===== config.mk =====
export PLATFORM = sky130hd
export DESIGN_NAME = udp_payload_reader
export DESIGN_NICKNAME = d
export VERILOG_FILES = /design/src/rtl/eth_pkg.sv /design/src/rtl/udp_payload_reader_word_byte_unpacker.sv /design/src/rtl/udp_payload_reader.sv
export SDC_FILE = /design/constraint.sdc
export NUM_CORES = 1
export LEC_CHECK = 0
export ABC_AREA = 0
export BUFFER_PORTS_ARGS = -buffer_cell sky130_fd_sc_hd__clkbuf_2
export CORE_UTILIZATION = 35
export DETAILED_ROUTE_END_ITERATION = 16
export HOLD_SLACK_MARGIN = 0.06
export SLEW_MARGIN = 5
export SYNTH_ARGS = -nofsm -noshare
export SYNTH_HDL_FRONTEND = slang
export SYNTH_SLANG_ARGS = --single-unit

===== constraint.sdc =====
create_clock -name clk -period 2.7 [get_ports clk]
set_clock_uncertainty 0.1 [all_clocks]
set_input_delay 0.27 -clock clk [delete_from_list [all_inputs] [get_ports clk]]
set_output_delay 0.27 -clock clk [all_outputs]
set_load 0.005 [all_outputs]

===== src/rtl/eth_pkg.sv =====
// Shared Ethernet/UDP definitions: header size, default payload-RAM geometry
// (common to the RX RAM writer, this reader and the UDP instantiation) and
// the payload reader state encoding.
package eth_pkg;

    localparam logic [15:0] UDP_HDR_BYTES = 16'd8;

    localparam int DEF_RAM_ADDR_W    = 9;
    localparam int DEF_RAM_DATA_W    = 32;
    localparam int DEF_RAM_BASE_ADDR = 0;
    localparam int DEF_RAM_RD_LAT    = 1;
    localparam int DEF_RAM_MAX_BYTES = 4 * (2 ** DEF_RAM_ADDR_W);

    typedef enum logic [1:0] {
        IDLE = 2'd0,
        WAIT = 2'd1,
        SEND = 2'd2
    } rd_state_t;

    // Payload size from the UDP length field; wraps in 16 bits for short lengths.
    function automatic logic [15:0] payload_bytes(input logic [15:0] udp_len);
        return udp_len - UDP_HDR_BYTES;
    endfunction

endpackage


===== src/rtl/udp_payload_reader_word_byte_unpacker.sv =====
// word_byte_unpacker: holds one 32-bit RAM word and presents its bytes MSB
// first. The selected byte only changes on load or advance, so it stays
// stable while the downstream stalls.
module word_byte_unpacker
    import eth_pkg::*;
(
    input  logic                      clk,
    input  logic                      rst_n,
    input  logic                      i_load,
    input  logic [DEF_RAM_DATA_W-1:0] i_word,
    input  logic                      i_advance,
    output logic [7:0]                o_byte,
    output logic                      o_idx_last
);

    logic [DEF_RAM_DATA_W-1:0] r_word;
    logic [1:0]                r_idx;

    // Word register and byte index: load restarts at byte 0, advance steps.
    always_ff @(posedge clk or negedge rst_n) begin
        if (!rst_n) begin
            r_word <= '0;
            r_idx  <= 2'd0;
        end else if (i_load) begin
            r_word <= i_word;
            r_idx  <= 2'd0;
        end else if (i_advance) begin
            r_idx  <= r_idx + 2'd1;
        end
    end

    // Byte select, bits [31:24] first.
    always_comb begin
        o_byte = r_word[31:24];
        case (r_idx)
            2'd0:    o_byte = r_word[31:24];
            2'd1:    o_byte = r_word[23:16];
            2'd2:    o_byte = r_word[15:8];
            default: o_byte = r_word[7:0];
        endcase
    end

    assign o_idx_last = (r_idx == 2'd3);

endmodule


===== src/rtl/udp_payload_reader.sv =====
// udp_payload_reader: drains a received UDP payload from the payload RAM
// read port as a valid/ready byte stream, bounded by the UDP length field.
// Optional build macro PAYLOAD_SUM_EN adds sum_out/sum_valid (16-bit
// modular byte sum of the frame, pulsed the cycle after the last byte).
module udp_payload_reader
    import eth_pkg::*;
#(
    parameter int ADDR_W     = DEF_RAM_ADDR_W,
    parameter int BASE_ADDR  = DEF_RAM_BASE_ADDR,
    parameter int RAM_RD_LAT = DEF_RAM_RD_LAT,
    parameter int MAX_BYTES  = DEF_RAM_MAX_BYTES
) (
    input  logic                      clk,
    input  logic                      rst_n,
    input  logic                      frame_done,
    input  logic [15:0]               udp_length,
    output logic [ADDR_W-1:0]         ram_rd_addr,
    input  logic [DEF_RAM_DATA_W-1:0] ram_rd_data,
    output logic [7:0]                m_data,
    output logic                      m_valid,
    input  logic                      m_ready,
    output logic                      m_last,
    output logic                      busy,
    output logic                      trunc,
    output logic [7:0]                drop_cnt
`ifdef PAYLOAD_SUM_EN
    ,
    output logic [15:0]               sum_out,
    output logic                      sum_valid
`endif
);

    localparam logic [15:0]       MAX_B     = 16'(MAX_BYTES);
    localparam logic [ADDR_W-1:0] ADDR_BASE = ADDR_W'(BASE_ADDR);
    localparam logic [1:0]        LAT_LAST  = 2'(RAM_RD_LAT);

    rd_state_t         r_state;
    rd_state_t         w_state_nxt;
    logic [15:0]       r_remaining;
    logic [ADDR_W-1:0] r_addr;
    logic [1:0]        r_lat_cnt;
    logic              r_trunc;
    logic [7:0]        r_drop;

    logic [15:0]       w_bytes;
    logic              w_has_payload;
    logic              w_over;
    logic [15:0]       w_count;
    logic              w_accept;
    logic              w_start;
    logic              w_load;
    logic              w_hs;
    logic              w_final;
    logic              w_idx_last;

    assign w_bytes       = payload_bytes(udp_length);
    assign w_has_payload = (udp_length > UDP_HDR_BYTES);
    assign w_over        = (w_bytes > MAX_B);
    assign w_count       = w_over ? MAX_B : w_bytes;

    // New frames are taken only in IDLE; empty payloads are accepted but start nothing.
    assign w_accept = (r_state == IDLE) && frame_done;
    assign w_start  = w_accept && w_has_payload;
    // The RAM word is valid once the address has been stable for RAM_RD_LAT cycles.
    assign w_load   = (r_state == WAIT) && (r_lat_cnt == LAT_LAST);
    assign w_hs     = m_valid && m_ready;
    assign w_final  = w_hs && (r_remaining == 16'd1);

    // State register.
    always_ff @(posedge clk or negedge rst_n) begin
        if (!rst_n) begin
            r_state <= IDLE;
        end else begin
            r_state <= w_state_nxt;
        end
    end

    // Next state and handshake outputs.
    always_comb begin
        w_state_nxt = r_state;
        m_valid     = 1'b0;
        m_last      = 1'b0;
        busy        = 1'b0;
        case (r_state)
            IDLE: begin
                if (w_start) begin
                    w_state_nxt = WAIT;
                end
            end
            WAIT: begin
                busy = 1'b1;
                if (w_load) begin
                    w_state_nxt = SEND;
                end
            end
            SEND: begin
                busy    = 1'b1;
                m_valid = 1'b1;
                m_last  = (r_remaining == 16'd1);
                if (w_hs) begin
                    if (r_remaining == 16'd1) begin
                        w_state_nxt = IDLE;
                    end else if (w_idx_last) begin
                        w_state_nxt = WAIT;
                    end
                end
            end
            default: w_state_nxt = IDLE;
        endcase
    end

    // RAM latency counter, running only while waiting for a word.
    always_ff @(posedge clk or negedge rst_n) begin
        if (!rst_n) begin
            r_lat_cnt <= 2'd0;
        end else if ((r_state == WAIT) && !w_load) begin
            r_lat_cnt <= r_lat_cnt + 2'd1;
        end else begin
            r_lat_cnt <= 2'd0;
        end
    end

    // Remaining byte count and RAM word address (wraps modulo 2^ADDR_W).
    always_ff @(posedge clk or negedge rst_n) begin
        if (!rst_n) begin
            r_remaining <= 16'd0;
            r_addr      <= ADDR_BASE;
        end else if (w_start) begin
            r_remaining <= w_count;
            r_addr      <= ADDR_BASE;
        end else if (w_hs) begin
            r_remaining <= r_remaining - 16'd1;
            if (w_idx_last) begin
                r_addr <= r_addr + 1'b1;
            end
        end
    end

    // Sticky truncation flag and saturating count of frames dropped while busy.
    always_ff @(posedge clk or negedge rst_n) begin
        if (!rst_n) begin
            r_trunc <= 1'b0;
            r_drop  <= 8'd0;
        end else begin
            if (w_accept) begin
                r_trunc <= w_has_payload && w_over;
            end
            if (frame_done && (r_state != IDLE) && (r_drop != 8'hFF)) begin
                r_drop <= r_drop + 8'd1;
            end
        end
    end

    word_byte_unpacker u_unpack (
        .clk        (clk),
        .rst_n      (rst_n),
        .i_load     (w_load),
        .i_word     (ram_rd_data),
        .i_advance  (w_hs),
        .o_byte     (m_data),
        .o_idx_last (w_idx_last)
    );

    assign ram_rd_addr = r_addr;
    assign trunc       = r_trunc;
    assign drop_cnt    = r_drop;

`ifdef PAYLOAD_SUM_EN
    logic [15:0] r_sum;
    logic        r_sum_valid;

    // Running byte sum, cleared on frame accept, flagged after the last byte.
    always_ff @(posedge clk or negedge rst_n) begin
        if (!rst_n) begin
            r_sum       <= 16'd0;
            r_sum_valid <= 1'b0;
        end else begin
            if (w_accept) begin
                r_sum <= 16'd0;
            end else if (w_hs) begin
                r_sum <= r_sum + {8'd0, m_data};
            end
            r_sum_valid <= w_final;
        end
    end

    assign sum_out   = r_sum;
    assign sum_valid = r_sum_valid;
`else
    logic w_unused_final;
    assign w_unused_final = w_final;
`endif

endmodule


==> results of run 1 <==
power by group through the flow:
stage	Clock, mW	Combinational, mW	Sequential (mW)
2_1_floorplan	0	1.27	1.75
3_3_place_gp	0	1.74	1.79
3_5_place_dp	0	1.76	1.82
4_1_cts	0.878	1.82	1.80
5_1_grt	0.915	2.01	1.86
6_report	0.848	1.80	1.81
cell families after synthesis:
group / count (synthesis) / share of synthesized area [%]
muxes: 38 / 11.3
AOI/OAI and AO/OA: 52 / 10.2
DFF: 72 / 48.0
and+or+nand+nor: 106 / 14.4
adders and majority gates: 15 / 5.00
xor gates and xnor gates: 36 / 8.39
buffers and inverters: 26 / 2.80
state kept, by name, indices dropped and copies added (netlist names):
| signal | count |
|---|---|
| u_unpack.r_idx | 2 |
| trunc | 1 |
| r_lat_cnt | 2 |
| u_unpack.r_word | 32 |
| drop_cnt | 8 |
| r_state | 2 |
| r_remaining | 16 |
| ram_rd_addr | 9 |
cells in the mapped netlist, types with 4 or more instances:
cell      instances  share of area (%)
a21oi_1          14                1.9
mux2_2           35                 10
nand3_1           6               0.80
xnor2_1          20                4.7
inv_1            12                1.2
dfrtp_1          72                 48
nand4_1           8                1.3
o22ai_1           5               0.83
xor2_1           16                3.7
o32ai_1           4               0.93
a222oi_1          8                2.1
nor2_1           38                3.8
o21ai_0           4               0.53
or3_1             4               0.67
ha_1             15                5.0
clkbuf_1          9               0.90
nand2_1          18                1.8
nor4_1            7                1.2
nor3_1            6               0.80
cell usage in the layout, fill, tap and decap left out, types with 12 or more instances in the layout:
| master | instances |
|---|---|
| clkbuf_2 | 79 |
| dfrtp_1 | 72 |
| nor2_1 | 38 |
| mux2_2 | 35 |
| dlygate4sd3_1 | 32 |
| xnor2_1 | 20 |
| nand2_1 | 18 |
| xor2_1 | 16 |
| ha_1 | 15 |
| a21oi_1 | 14 |
| inv_1 | 12 |
what timing repair did:
item | in CTS | in global routing
hold endpoints to repair | 67 | 0
hold buffers | 32 | 0
setup endpoints to repair | 0 | 0
layer usage:
layer	up-vias	wire [um]
li1	1484	-
met1	1435	4060
met2	72	4110
met3	9	357
met4	0	107
met5	-	0
final timing paths:
path | startpoint | endpoint | slack [ns]
max in group asynchronous | rst_n | u_unpack.r_word[3]$_DFFE_PN0P_ | 1.33
min in group asynchronous | rst_n | ram_rd_addr[6]$_DFFE_PN0P_ | 0.47
min reg2reg | r_lat_cnt[0]$_DFF_PN0_ | r_lat_cnt[0]$_DFF_PN0_ | 0.35
max reg2reg | r_remaining[2]$_DFFE_PN0P_ | r_state[1]$_DFFE_PN0P_ | 0.29
max | r_remaining[2]$_DFFE_PN0P_ | m_last | 0.18
min | ram_rd_data[31] | u_unpack.r_word[31]$_DFFE_PN0P_ | 0.08
per-stage QoR:
stage | util, % | area (um2) | worst slack [ns] | hold slack [ns] | cells
finish | 46.8 | 4850 | 0.183 | 0.0819 | 605
global route | 46.8 | 4850 | 0.0270 | 0.0722 | 605
CTS | 46.8 | 4850 | 0.126 | 0.0668 | 605
detailed placement | 41.8 | 4340 | 0.289 | 0.344 | 557
global placement | 41.8 | 4340 | 0.322 | 0.322 | 557
floorplan | - | 3760 | 0.254 | -0.126 | 345
critical path, stage by stage (launching register included):
cell and delay (ns):
dfrtp_1 0.43, or4_4 0.56, or2_1 0.23, buf_4 0.16
nor4_1 0.24, clkbuf_2 0.17
area by class of cell:
type / count / share of cell area (%)
clock buffer: 9 / 2.55
clock inverter: 7 / 1.44
inverter: 13 / 1.01
multi-input combinational: 247 / 38.1
sequential: 72 / 37.1
tap: 136 / 3.51
timing repair buffer: 121 / 16.2
==> results.toml, run 1 <==
[critical_path]
crit_required_ns = 2.33
setup.worst_path.start_class = "flop"
path_max_fanout = 8
crit_type = "reg2out"
worstSetupEndpointType = "output port"
critPathArrivalTime_ns = 2.15
ff2ff_path_depth = 5

[sta]
fmax_mhz = 397
tightest_slew_ns = 0.874
hold_violations = 0
setup_viol = 0
slew-limit-headroom_pct = 41.7
final.setup.tns_ns = 0
drv_slew = 0
timing.final.crit_share_pct = 93.2
fin_crit_ns = 2.52
rsz0062_at_grt = "no"

[clock_tree]
clk_pin_slew_ns = 0.08
cts_resized = 0
cts_root_buffer = "clkbuf_8"
clock_path_buffers = 2
cts_inserted_buffers = 9
cts_htree_levels = 3
clkSinkCount = 72
cts_tree = "done"
post_cts_buffers = 0
clock_latency_ns = 0.34

[logic_synthesis]
ys_async_sr_fraction_pct = 100
syn_nets = 412
yosysWarnings = 0
ys_ff_latch = 72
synth.distinct_cells = 47
syn_inst = 345
synth_flop_cell = "dfrtp_1"
syn_avg_cell_area_um2 = 10.9
yosysSeqAreaShare_pct = 48.0
syn_area_mm2 = 0.00376
synth_edf_count = 0

[layout]
area_growth_pct = 29.2
nets = 531
antennaDiodeCount = 0
multi_input_area_mm2 = 0.00185
fillers = 999
final_layout_size_suffix_gt1_share_pct = 30.5
regArea_mm2 = 0.00180

[floorplan]
die_x_um = 106
core_area_mm2 = 0.0104
ios = 81
rows = 37
die_h_um = 106
die-area_mm2 = 0.0112
initial_utilization_pct = 36.2

[global_routing]
grt_pass1_vias = 3028
top_usage_layer = "met2"
grt_pass1_wl_mm = 14.2
grt_util_met1_pct = 20.2
grt_start_max_net_pins = 41
grt_usage_pct = 16.1
grtUsageMet2_pct = 27.4
gr-total-overflow = 0
grt_use_met3_pct = 3.71
antenna_found_initial = 0

[job]
maxCapViolCount = 0

[route]
viasPerCell = 4.96
vias = 3000
wire_per_inst_um = 14.3
drc_errors = 0
ant_nets = 0
wl_mm = 8.64
firstDrtPassIters = 4
first_iter_violations = 157

[power_and_ir_drop]
p_comb_share_pct = 40.5
powerDensity_mw_per_mm2 = 919
p_clk_share_pct = 19.0
p_sw_mw = 1.59
p_int_mw = 2.87
ir_drop_mv = 0.348
p_leak_nw = 2.23
seq_power_share_pct = 40.5
swShare_pct = 35.6
p_total_mw = 4.46

[hold_path]
hold_depth = 2
hold_path.class = "in2reg"

[placed_design]
place.gp.congestion = 0.790
place.detailed.hpwl_mm = 6.10
port_buffers = 80

[outcome]
status = "complete, no violations"
(Power assumes the default switching activity.)
==> inputs of run 2 (changes only) <==
==> constraint.sdc (replaced) <==
create_clock -name clk -period 2.7 [get_ports clk]
set_clock_uncertainty 0.1 [all_clocks]
set_input_delay 0.81 -clock clk [delete_from_list [all_inputs] [get_ports clk]]
set_output_delay 0.81 -clock clk [all_outputs]
set_load 0.005 [all_outputs]
==> results.toml, run 2 (synthesis gave the netlist of run 1 again) <==
[outcome]
status = "complete, but fails checks"
violations = "setup timing"

[critical_path]
crit_required_ns = 1.79
worstPathCellList = "or4_4 > or2_1 > nor4_2 > clkbuf_2"
setup.worst_path.start_class = "flop"
crit_type = "reg2out"
cp_num_buf_inv = 1
path_max_fanout = 3
r2r_slack_ns = 0.16
max_stage_delay_ns = 0.54
path_delay_family = "simple AND/OR/NAND/NOR gates"
cp_slowest_cell = "or4_4"
worstSetupEndpointType = "output port"
rr_endpoint = "r_state[0]$_DFFE_PN0P_"
ff2ff_path_depth = 6
r2r-start = "r_remaining[2]$_DFFE_PN0P_"
critPathArrivalTime_ns = 1.92

[clock_tree]
cts-hold-fix-buffers = 0
clkSinkCount = 72
cts_htree_levels = 3
cts_inserted_buffers = 9
clock_latency_ns = 0.35
cts_tree = "done"
clock_path_buffers = 2
clk_pin_slew_ns = 0.08
cts_root_buffer = "clkbuf_8"

[global_routing]
antenna_found_initial = 0
grt_pass1_vias = 2964
grt_usage_pct = 15.7
gr-total-overflow = 0
grt_pass1_wl_mm = 13.8
grt_start_max_net_pins = 33

[layout]
top_register = "u_unpack.r_word"
area_growth_pct = 23.0
final_common_cell = "clkbuf_2"
fillers = 1046
nets = 506
final_cell_mix = "clkbuf_2 (79), dfrtp_1 (72), nor2_1 (38), mux2_2 (35), xnor2_1 (20)"
antennaDiodeCount = 0
largest_reg_flops = 32
regArea_mm2 = 0.00180
final_area_mm2 = 0.00462
final_layout_size_suffix_gt1_share_pct = 34.7
multi_input_area_mm2 = 0.00189
stdcell_count = 580
utilization_pct = 44.6

[route]
wl_met1_mm = 3.83
drc_errors = 0
vias = 2915
firstDrtPassIters = 5
wl_mm = 8.25
highest_layer = "met4"
wire_per_inst_um = 14.2
ant_nets = 0
met2WireLength_mm = 3.79
viasPerCell = 5.03
first_iter_violations = 109
wl_met3_um = 521

[power_and_ir_drop]
powerDensity_mw_per_mm2 = 958
p_leak_nw = 2.11
ir_drop_mv = 0.373
p_total_mw = 4.43

[placed_design]
port_buffers = 80
place.gp.congestion = 0.801
dp_cells = 561
placedInstanceArea_mm2 = 0.00438
place.detailed.hpwl_mm = 6.10

[sta]
fin_crit_ns = 2.83
holdWs_ns = 0.336
drv_slew = 0
hold_violations = 0
setup_viol = 1
fmax_mhz = 353
tightest_slew_ns = 0.545
layout_setup_ws_ns = -0.129
slew-limit-headroom_pct = 63.7
rsz0062_at_grt = "yes"
timing.final.crit_share_pct = 105

[floorplan]
core_area_mm2 = 0.0104
rows = 37
die_x_um = 106
die-area_mm2 = 0.0112
ios = 81
die_h_um = 106
initial_utilization_pct = 36.2

[job]
maxCapViolCount = 0

[hold_path]
hold_path.class = "in2async"
[run 2: stage by stage]
step | worst slack (ns) | TNS [ns]
after floorplan | 0.189 | 0
after global placement | 0.112 | 0
after detailed placement | 0.0437 | 0
after CTS | -0.165 | -0.165
after global routing | -0.229 | -0.229
final | -0.129 | -0.129
[run 2: how the worst max path moves through the flow]
stage	startpoint	to	cells past startpoint
floorplan	r_remaining[2]$_DFFE_PN0P_	m_last	4
global placement	udp_length[3]	r_remaining[3]$_DFFE_PN0P_	9
detailed placement	udp_length[3]	r_remaining[4]$_DFFE_PN0P_	9
CTS	r_remaining[2]$_DFFE_PN0P_	m_last	4
global route	r_remaining[2]$_DFFE_PN0P_	m_last	4
finish	r_remaining[2]$_DFFE_PN0P_	m_last	4
[run 2: layout make-up]
class | count | area share, %
Tap cell | 136 | 3.68
Sequential cell | 72 | 39.0
Clock buffer | 9 | 2.68
Timing Repair Buffer | 96 | 11.5
Multi-Input combinational cell | 247 | 41.0
Clock inverter | 7 | 1.06
Inverter | 13 | 1.06
[run 2: repair_timing]
action                     CTS  global route
buffers inserted             1             2
setup endpoints to repair    3             8
resized for setup            4             3
[run 2: worst reg2reg max path, delay by kind of cell (launching register included)]
kind            cells  cell delay, ns
flops               1            0.38
buf+inv             1            0.17
simple gates        2            0.79
mux                 1            0.36
compound gates      2            0.63
[run 2: routing by layer]
layer	up-vias	global-route usage, %
met1	1365	20.3
met3	11	3.71
li1	1442	-
met5	-	0
met4	0	6.94
met2	97	25.1
[run 2: power by group]
group / internal (mW) / switching, mW / leakage, nW
combinational: 0.998 / 0.905 / 1.14
clock: 0.330 / 0.413 / 0.0772
sequential: 1.50 / 0.282 / 0.901
total: 2.83 / 1.60 / 2.11
==> inputs of run 3 (changes only) <==
CORE_ASPECT_RATIO = 1.5   (was unset)
clock period = 3.58 ns   (was 2.7 ns; I/O delays follow)
==> results.toml, run 3 (synthesis gave the netlist of run 1 again) <==
[sta]
rsz0062_at_grt = "no"
timing.final.crit_share_pct = 92.5
drv_slew = 0
fmax_mhz = 302
setup_viol = 0
slew-limit-headroom_pct = 63.1
fin_crit_ns = 3.31
tightest_slew_ns = 0.548
final.setup.tns_ns = 0
hold_violations = 0
layout_setup_ws_ns = 0.268

[clock_tree]
clk_pin_slew_ns = 0.06
clock_path_buffers = 2
cts_root_buffer = "clkbuf_16"
cts_inserted_buffers = 9
clock_latency_ns = 0.33
clkSinkCount = 72
cts-hold-fix-buffers = 0
post_cts_buffers = 0
cts_resized = 0
cts_htree_levels = 3
cts_tree = "done"

[global_routing]
antenna_found_initial = 0
grt_pass1_wl_mm = 13.3
grt_pass1_vias = 2938
grt_start_max_net_pins = 73
grt_usage_pct = 15.4
gr-total-overflow = 0

[layout]
nets = 494
final_common_cell = "clkbuf_2"
top_register = "u_unpack.r_word"
final_cell_mix = "clkbuf_2 (79), dfrtp_1 (72), nor2_1 (38), mux2_2 (35), xnor2_1 (20)"
utilization_pct = 44.1
antennaDiodeCount = 0
final_layout_size_suffix_gt1_share_pct = 31.9
final_area_mm2 = 0.00465
area_growth_pct = 23.6
largest_reg_flops = 32

[critical_path]
setup.worst_path.start_class = "flop"
path_max_fanout = 9
r2r_slack_ns = 1.02
critPathArrivalTime_ns = 2.14
worstSetupEndpointType = "output port"
crit_required_ns = 2.41
crit_type = "reg2out"

[power_and_ir_drop]
p_leak_nw = 2.14
p_total_mw = 3.62
ir_drop_mv = 0.288
powerDensity_mw_per_mm2 = 779

[floorplan]
initial_utilization_pct = 35.7
core_area_mm2 = 0.0105
die_x_um = 86.6
die-area_mm2 = 0.0112
die_h_um = 129
rows = 46
ios = 81

[route]
first_iter_violations = 79
firstDrtPassIters = 6
vias = 2933
drc_errors = 0
ant_nets = 0
wire_per_inst_um = 14.2
wl_mm = 8.19
viasPerCell = 5.09

[placed_design]
port_buffers = 80
place.gp.congestion = 0.755
placedInstanceArea_mm2 = 0.00432
pre_cts_ws_ns = 0.499
place.detailed.hpwl_mm = 5.97

[hold_path]
hold_path.class = "reg2reg"

[outcome]
status = "complete, no violations"

[job]
maxCapViolCount = 0
run 3: cell count changes in the layout (fill, tap and decap cells not counted), moves of 2 or more:
cell,delta
ha_1,+3
clkinvlp_4,-3
clkbuf_8,-8
clkbuf_16,+9
bufinv_16,+2
buf_4,-12
ha_4,-3
run 3: stage by stage:
| stage | cells | hold slack [ns] |
|---|---|---|
| after global routing | 576 | 0.358 |
| after floorplan | 345 | 0.310 |
| after CTS | 576 | 0.335 |
| final | 576 | 0.332 |
| after detailed placement | 560 | 0.327 |
| after global placement | 560 | 0.322 |
run 3: per-layer routing:
layer	GRT usage, %	wire length, um	up-vias
li1	-	-	1413
met3	3.98	383	14
met1	17.1	3420	1432
met2	27.4	4230	74
met4	6.96	154	0
met5	0	0	-
run 3: power by group:
part | internal (mW) | switching (mW) | leakage, nW
logic | 0.665 | 0.634 | 1.08
registers | 1.13 | 0.226 | 0.901
clock network | 0.625 | 0.336 | 0.158
total | 2.42 | 1.20 | 2.14
run 3: area by class of cell:
cell class	instances	area, um2
clock inverter	6	82.6
inverter	13	48.8
clock buffer	10	239
multi-input combinational	247	1850
fill	1033	5890
tap	144	180
sequential	72	1800
timing repair buffer	84	443
run 3: path summary, 6_finish.rpt:
kind	startpoint	to	cells past startpoint
min in group asynchronous	rst_n	ram_rd_addr[5]$_DFFE_PN0P_	2
hold reg to reg	r_lat_cnt[0]$_DFF_PN0_	r_lat_cnt[0]$_DFF_PN0_	1
setup reg to reg	r_remaining[2]$_DFFE_PN0P_	r_state[0]$_DFFE_PN0P_	5
hold / removal	r_lat_cnt[0]$_DFF_PN0_	r_lat_cnt[0]$_DFF_PN0_	1
max in group asynchronous	rst_n	drop_cnt[5]$_DFFE_PN0P_	2
setup / recovery	r_remaining[2]$_DFFE_PN0P_	m_last	4
run 3: worst max-delay path, cell delays in order, from the launching register on:
cell and delay [ns]:
dfrtp_1 0.42, or4_4 0.55, or2_1 0.33, nor4_1 0.32, clkbuf_2 0.17
